===== config.mk =====
export PLATFORM = sky130hd
export DESIGN_NAME = spi_slave_fd
export DESIGN_NICKNAME = d
export VERILOG_FILES = /design/src/rtl/spi_pkg.sv /design/src/rtl/spi_pin_sync.sv /design/src/rtl/spi_slave_fd.sv
export SDC_FILE = /design/constraint.sdc
export NUM_CORES = 1
export LEC_CHECK = 0
export BUFFER_PORTS_ARGS = -buffer_cell sky130_fd_sc_hd__clkbuf_2
export CAP_MARGIN = 20
export CORE_MARGIN = 3
export CORE_UTILIZATION = 50
export CTS_CLUSTER_DIAMETER = 80
export DETAILED_ROUTE_END_ITERATION = 7
export PLACE_DENSITY = 0.77
export SETUP_SLACK_MARGIN = 0.4
export SLEW_MARGIN = 20
export SYNTH_ARGS = -nofsm -noshare
export SYNTH_HDL_FRONTEND = slang
export SYNTH_SLANG_ARGS = --single-unit

===== constraint.sdc =====
create_clock -name clk -period 1.8 [get_ports clk]
set_input_delay 0.09 -clock clk [delete_from_list [all_inputs] [get_ports clk]]
set_output_delay 0.09 -clock clk [all_outputs]
set_load 0.01 [all_outputs]

===== src/rtl/spi_pkg.sv =====
// Shared types and constants for the oversampling SPI slave.
package spi_pkg;

   localparam int SPI_WIDTH_DEF      = 8;
   localparam int CLK_SCLK_MIN_RATIO = 4;

   typedef enum logic [1:0] {
      IDLE,
      LOAD,
      SHIFT
   } spi_slv_state_t;

endpackage


===== src/rtl/spi_pin_sync.sv =====
// Multi-flop synchronizer for one SPI pin, with rise/fall pulses taken
// against one extra registered copy of the synchronized level.
module spi_pin_sync #(
   parameter int SYNC_STAGES = 2
) (
   input  logic clk,
   input  logic rst_n,
   input  logic din,
   output logic level,
   output logic rise,
   output logic fall
);

   logic [SYNC_STAGES-1:0] sync_q;
   logic                   prev_q;

   always_ff @(posedge clk or negedge rst_n) begin
      if (!rst_n) begin
         sync_q <= '0;
         prev_q <= 1'b0;
      end else begin
         sync_q <= {sync_q[SYNC_STAGES-2:0], din};
         prev_q <= sync_q[SYNC_STAGES-1];
      end
   end

   assign level = sync_q[SYNC_STAGES-1];
   assign rise  = level & ~prev_q;
   assign fall  = ~level & prev_q;

endmodule


===== src/rtl/spi_slave_fd.sv =====
// Full-duplex SPI mode-0 slave, oversampled in the clk domain.
// Optional SPI_SLAVE_UNDERRUN_EN adds a sticky tx_underrun flag.
module spi_slave_fd
   import spi_pkg::*;
#(
   parameter int WIDTH       = SPI_WIDTH_DEF,
   parameter int SYNC_STAGES = 2
) (
   input  logic             clk,
   input  logic             rst_n,
   input  logic             sclk,
   input  logic             cs,
   input  logic             mosi,
   output logic             miso,
   input  logic [WIDTH-1:0] tx_data,
   input  logic             tx_valid,
   output logic             tx_ready,
   output logic [WIDTH-1:0] rx_data,
   output logic             rx_valid,
   output logic             busy
`ifdef SPI_SLAVE_UNDERRUN_EN
   ,
   output logic             tx_underrun
`endif
);

   localparam int CNT_W = $clog2(WIDTH + 1);

   spi_slv_state_t   state;
   logic [CNT_W-1:0] bit_cnt;
   logic [WIDTH-1:0] tx_sh;
   logic [WIDTH-1:0] rx_sh;
   logic [WIDTH-1:0] hold_buf;

   logic sclk_lvl_unused, sclk_rise, sclk_fall;
   logic cs_s, cs_rise_unused, cs_fall;
   logic mosi_s, mosi_rise_unused, mosi_fall_unused;
   logic accept, frame_end, do_load, word_done, shift_in, shift_out;

   spi_pin_sync #(.SYNC_STAGES(SYNC_STAGES)) u_sync_sclk (
      .clk(clk), .rst_n(rst_n), .din(sclk),
      .level(sclk_lvl_unused), .rise(sclk_rise), .fall(sclk_fall)
   );

   spi_pin_sync #(.SYNC_STAGES(SYNC_STAGES)) u_sync_cs (
      .clk(clk), .rst_n(rst_n), .din(cs),
      .level(cs_s), .rise(cs_rise_unused), .fall(cs_fall)
   );

   spi_pin_sync #(.SYNC_STAGES(SYNC_STAGES)) u_sync_mosi (
      .clk(clk), .rst_n(rst_n), .din(mosi),
      .level(mosi_s), .rise(mosi_rise_unused), .fall(mosi_fall_unused)
   );

   // A frame only starts on a cs fall, so a high cs level outside IDLE is the rising edge.
   assign accept    = tx_valid && tx_ready;
   assign frame_end = cs_s && (state != IDLE);
   assign do_load   = (state == LOAD) && !frame_end;
   assign word_done = (state == SHIFT) && !frame_end && (bit_cnt == CNT_W'(WIDTH));
   assign shift_in  = (state == SHIFT) && !frame_end && !word_done && sclk_rise;
   assign shift_out = (state == SHIFT) && !frame_end && !word_done && !sclk_rise
                      && sclk_fall && (bit_cnt != '0);

   always_ff @(posedge clk or negedge rst_n) begin
      if (!rst_n) begin
         state    <= IDLE;
         bit_cnt  <= '0;
         miso     <= 1'b0;
         tx_ready <= 1'b1;
         rx_data  <= '0;
         rx_valid <= 1'b0;
         busy     <= 1'b0;
      end else begin
         rx_valid <= 1'b0;
         if (accept)
            tx_ready <= 1'b0;
         else if (do_load)
            tx_ready <= 1'b1;

         if (frame_end) begin
            state   <= IDLE;
            bit_cnt <= '0;
            miso    <= 1'b0;
            busy    <= 1'b0;
         end else begin
            case (state)
               IDLE: begin
                  if (cs_fall) begin
                     state <= LOAD;
                     busy  <= 1'b1;
                  end
               end
               LOAD: begin
                  miso    <= tx_ready ? 1'b0 : hold_buf[WIDTH-1];
                  bit_cnt <= '0;
                  state   <= SHIFT;
               end
               SHIFT: begin
                  if (word_done) begin
                     rx_data  <= rx_sh;
                     rx_valid <= 1'b1;
                     bit_cnt  <= '0;
                     state    <= LOAD;
                  end else if (shift_in) begin
                     bit_cnt <= bit_cnt + CNT_W'(1);
                  end else if (shift_out) begin
                     miso <= tx_sh[WIDTH-1];
                  end
               end
               default: state <= IDLE;
            endcase
         end
      end
   end

   // tx_sh is kept one bit ahead: its MSB is the bit that goes to miso on the next sclk fall.
   always_ff @(posedge clk) begin
      if (accept)
         hold_buf <= tx_data;
      if (do_load)
         tx_sh <= tx_ready ? '0 : {hold_buf[WIDTH-2:0], 1'b0};
      else if (shift_out)
         tx_sh <= {tx_sh[WIDTH-2:0], 1'b0};
      if (shift_in)
         rx_sh <= {rx_sh[WIDTH-2:0], mosi_s};
   end

`ifdef SPI_SLAVE_UNDERRUN_EN
   always_ff @(posedge clk or negedge rst_n) begin
      if (!rst_n)
         tx_underrun <= 1'b0;
      else if (do_load && tx_ready)
         tx_underrun <= 1'b1;
      else if (accept)
         tx_underrun <= 1'b0;
   end
`endif

endmodule


==> results.md <==
* First-pass GRT wire length at 6.40 mm
* Port Buffers at 25
* Sw frac at 0.264
* Via count at 1280
* Slowest stage delay, CP at 390 ps
* Mean post-synth cell area at around 15 um^2
* Vias in the first global route at 1342
* Maximum VDD drop at about 0.74 mV
* Met2 GRT Util at 0.278
* M3 GR Usage at 0.0449
* Seq/Total Area, Yosys at 0.673
* Critical Path Source Type: flip-flop
* Pwr Total at ~2.4 mW
* Comb power frac at 0.180
* Final core utilization at 0.690
* Synth Area in Adders at 0.0125
* Pwr/cell area at 915 nW/um^2
* Unrepaired setup endpoints after global routing: true
* Mapped cell area at 2000 um^2
* FF-to-FF End: tx_sh[4]$_DFFE_PP_
* # clock sinks at 49
* Post-Route WL at approximately 3.9 mm
* First drt pass iteration count at 4
* Via/cell ratio at 5.36
* Busiest grt layer: met2
* FF-to-FF setup slack at approximately 210 ps
* Worst-path fanout max at 7
* Mapped Cells at between 100 and 150
* Die Wd at 69.2 um
* NetSw at 0.623 mW
* WL/cell at 16.5 um
* Main combinational cell family by area after synthesis: simple AND/OR/NAND/NOR gates
* CTS tree: done
* Crit end category: flip-flop
* Flops & latches, synth at 49
* Data arrival, critical path at 1600 ps
* Diodes inserted at 0
* CTS clock-pin slew for the worst setup and hold paths at 90 ps
* CTS max path bufs at 2
* Slew Limit Headroom at 0.578
* Total leakage power at 1.14 nW
* Top-Level Pins at 26
* H-tree depth at 2
* Die Span Y at 69.2 um
* Total Die Area at 4790 um^2
* Worst-Margin Slew at 633 ps
* Number of synthesized flops with an enable pin at 23
* Synth Warn # at 0
* Ys flop type: dfrtp_1
* CP delay by family, top: simple AND/OR/NAND/NOR gates
* Layout cells sized above 1 at 0.424
* Placed cell count at 204
* Clock power frac at 0.281
* Antenna violations before repair at 0
* Hold slack final at ~330 ps
* Sequential power share at 0.539
* Critical path type: reg2reg
* Hold Path Class: in2async
* Simple-gate portion of the synthesized area at 0.129
* Fin crit share at 0.885
* Synth cell types at 39
* DRC at 0
* Final Hold Fails at 0
* Final net count at 206
* Non-Filler Instances at roughly 240
* Placer's final routability congestion estimate at between 0.8 and 0.9
* GR Util All Layers at 0.172
* Reg2reg start: bit_cnt[1]$_DFFE_PN0P_
* CP Buf/Inv Count at 1
* Internal power at 1.74 mW
* Maximum clock frequency at roughly 0.63 GHz
* Initial Utilization at 0.533
* Met1 Use GR at 0.212
* Total CTS buffers at 5
* Tmin final at 1590 ps
* Mux contribution to synthesized area at 0.0702
* Grt total ovfl at 0
* XOR/XNOR share of the synthesized area at 0.00878
* Root Buffer: clkbuf_8
* Worst skew pair latency at 300 ps
* Slew Limit Fails at 0
* Total negative slack at 0 ps
* Setup Skew at about 3.7 ps
* Synth async-reset ratio at 0.531
* Core area at 3740 um^2
* R2R cell count at 6
* Number of nets with antenna violations after routing at 0
* Starting DRC count in detailed routing at 63
* Max Cap Viol at 0
* CP Cell Sequence: inv_2 -> ha_4 -> nor2b_4 -> nor3b_4 -> nand2_2 -> a21oi_4
* Layout area overhead at 29.5%
* Syn Nets at 150
* Synth Area in Compound Gates at 0.0815
* Run status: complete, no violations
* Row count at 22
* Critical-path top delay cell: dfrtp_1
* Largest net degree at the start of global routing at 27
* Critical Path RT at 1800 ps
* Setup violators final at 0
* Post-DP HPWL at 2.30 mm
==> logic make-up (layout without fill, tap and decap cells) <==
group | Yosys count | count (layout)
AO/OA/AOI/OAI | 23 | 23
XOR/XNOR | 2 | 2
adder cells (fa/ha/maj) | 2 | 2
buffers and inverters | 9 | 65
flip-flops | 49 | 49
multiplexers | 10 | 10
AND/OR/NAND/NOR | 39 | 40
==> placed cells by master, fill, tap and decap left out, drive strengths merged <==
cell type | Yosys | routed
o21ai | 9 | 9
and2 | 1 | 1
dfstp | 1 | 1
and3b | 1 | 1
o2bb2ai | 2 | 2
nand3b | 1 | 1
buf | 4 | 15
and2b | 1 | 1
dfrtp | 25 | 25
nand2 | 11 | 11
o2111ai | 2 | 2
clkbuf | 1 | 30
a31oi | 1 | 1
or2 | 1 | 1
a32oi | 1 | 1
mux2i | 2 | 2
nand2b | 9 | 9
xnor2 | 2 | 2
a21oi | 4 | 4
or2b | 1 | 1
o211a | 1 | 1
nor2 | 1 | 1
ha | 2 | 2
o22ai | 2 | 2
dlygate4sd3 | 0 | 13
and3 | 3 | 3
inv | 4 | 6
nor2b | 3 | 3
nor3 | 2 | 2
nand3 | 2 | 3
nor3b | 2 | 2
edfxtp | 23 | 23
o31ai | 1 | 1
clkinvlp | 0 | 1
mux2 | 8 | 8
==> synth_stat cells (3+ instances only) <==
cell | n | share of area
o21ai_0 | 5 | 0.013
nand2b_1 | 7 | 0.022
mux2_4 | 8 | 0.060
edfxtp_1 | 23 | 0.35
nand2_1 | 11 | 0.021
inv_1 | 3 | 0.0056
o21ai_1 | 4 | 0.010
a21oi_1 | 4 | 0.010
and3_1 | 3 | 0.0094
dfrtp_1 | 25 | 0.31
==> metal layers <==
metal	part of all wire	up-vias
li1	-	593
met3	0.045	16
met1	0.43	630
met5	0	-
met2	0.50	41
met4	0.025	0
==> layout make-up <==
type	instances	area (um^2)
repair buffers	53	384
clock inverters	3	25.0
inverters	4	15.0
clock buffers	5	68.8
well taps	48	60.1
fillers	272	1160
multi-input cells	77	687
flip-flops and latches	49	1340
==> sequential cells by signal, indices dropped and copies added, names as in the netlist, 2 cells and up <==
signal              flops
bit_cnt                 4
u_sync_cs.sync_q        2
tx_sh                   7
rx_sh                   8
u_sync_mosi.sync_q      2
hold_buf                8
state                   2
u_sync_sclk.sync_q      2
rx_data                 8
==> power groups by stage <==
stage | clock (mW) | combinational [mW] | sequential [mW]
finish | 0.664 | 0.426 | 1.27
global route | 0.724 | 0.460 | 1.28
CTS | 0.672 | 0.383 | 1.27
detailed placement | 0 | 0.260 | 1.30
global placement | 0 | 0.236 | 1.30
floorplan | 0 | 0.189 | 1.29
==> per-stage QoR <==
step,worst slack [ps],area [um^2]
3_5_place_dp,70.3,2200
3_3_place_gp,176,2200
6_report,207,2580
4_1_cts,245,2540
2_1_floorplan,228,2030
5_1_grt,153,2580
==> timing repair <==
| action | CTS | global route |
|---|---|---|
| gates resized for setup | 8 | 5 |
| setup endpoints to repair | 28 | 35 |
| pin swaps | 4 | 4 |
| endpoints found under the hold margin | 37 | 0 |
| hold buffers | 13 | 0 |
| setup buffers | 9 | 4 |
| cloned | 1 | 0 |
==> worst reg2reg max path: stages (launching register included) <==
cell	delay, ps
dfrtp_1	390
inv_2	70
ha_4	160
nor2b_4	130
nor3b_4	220
nand2_2	90
a21oi_4	240
==> how the worst max path moves through the flow <==
stage                                 startpoint                     end  slack, ps  depth (start not counted)
after floorplan           bit_cnt[0]$_DFFE_PN0P_  tx_sh[1]$_SDFFCE_PP0P_        230                          6
after CTS                 bit_cnt[1]$_DFFE_PN0P_      tx_sh[4]$_DFFE_PP_        240                          6
final                     bit_cnt[1]$_DFFE_PN0P_      tx_sh[4]$_DFFE_PP_        210                          6
after detailed placement  bit_cnt[0]$_DFFE_PN0P_      tx_sh[4]$_DFFE_PP_         70                          6
after global routing      bit_cnt[1]$_DFFE_PN0P_      tx_sh[3]$_DFFE_PP_        150                          6
after global placement    bit_cnt[0]$_DFFE_PN0P_  tx_sh[1]$_SDFFCE_PP0P_        180                          6
(Power assumes the default switching activity.)
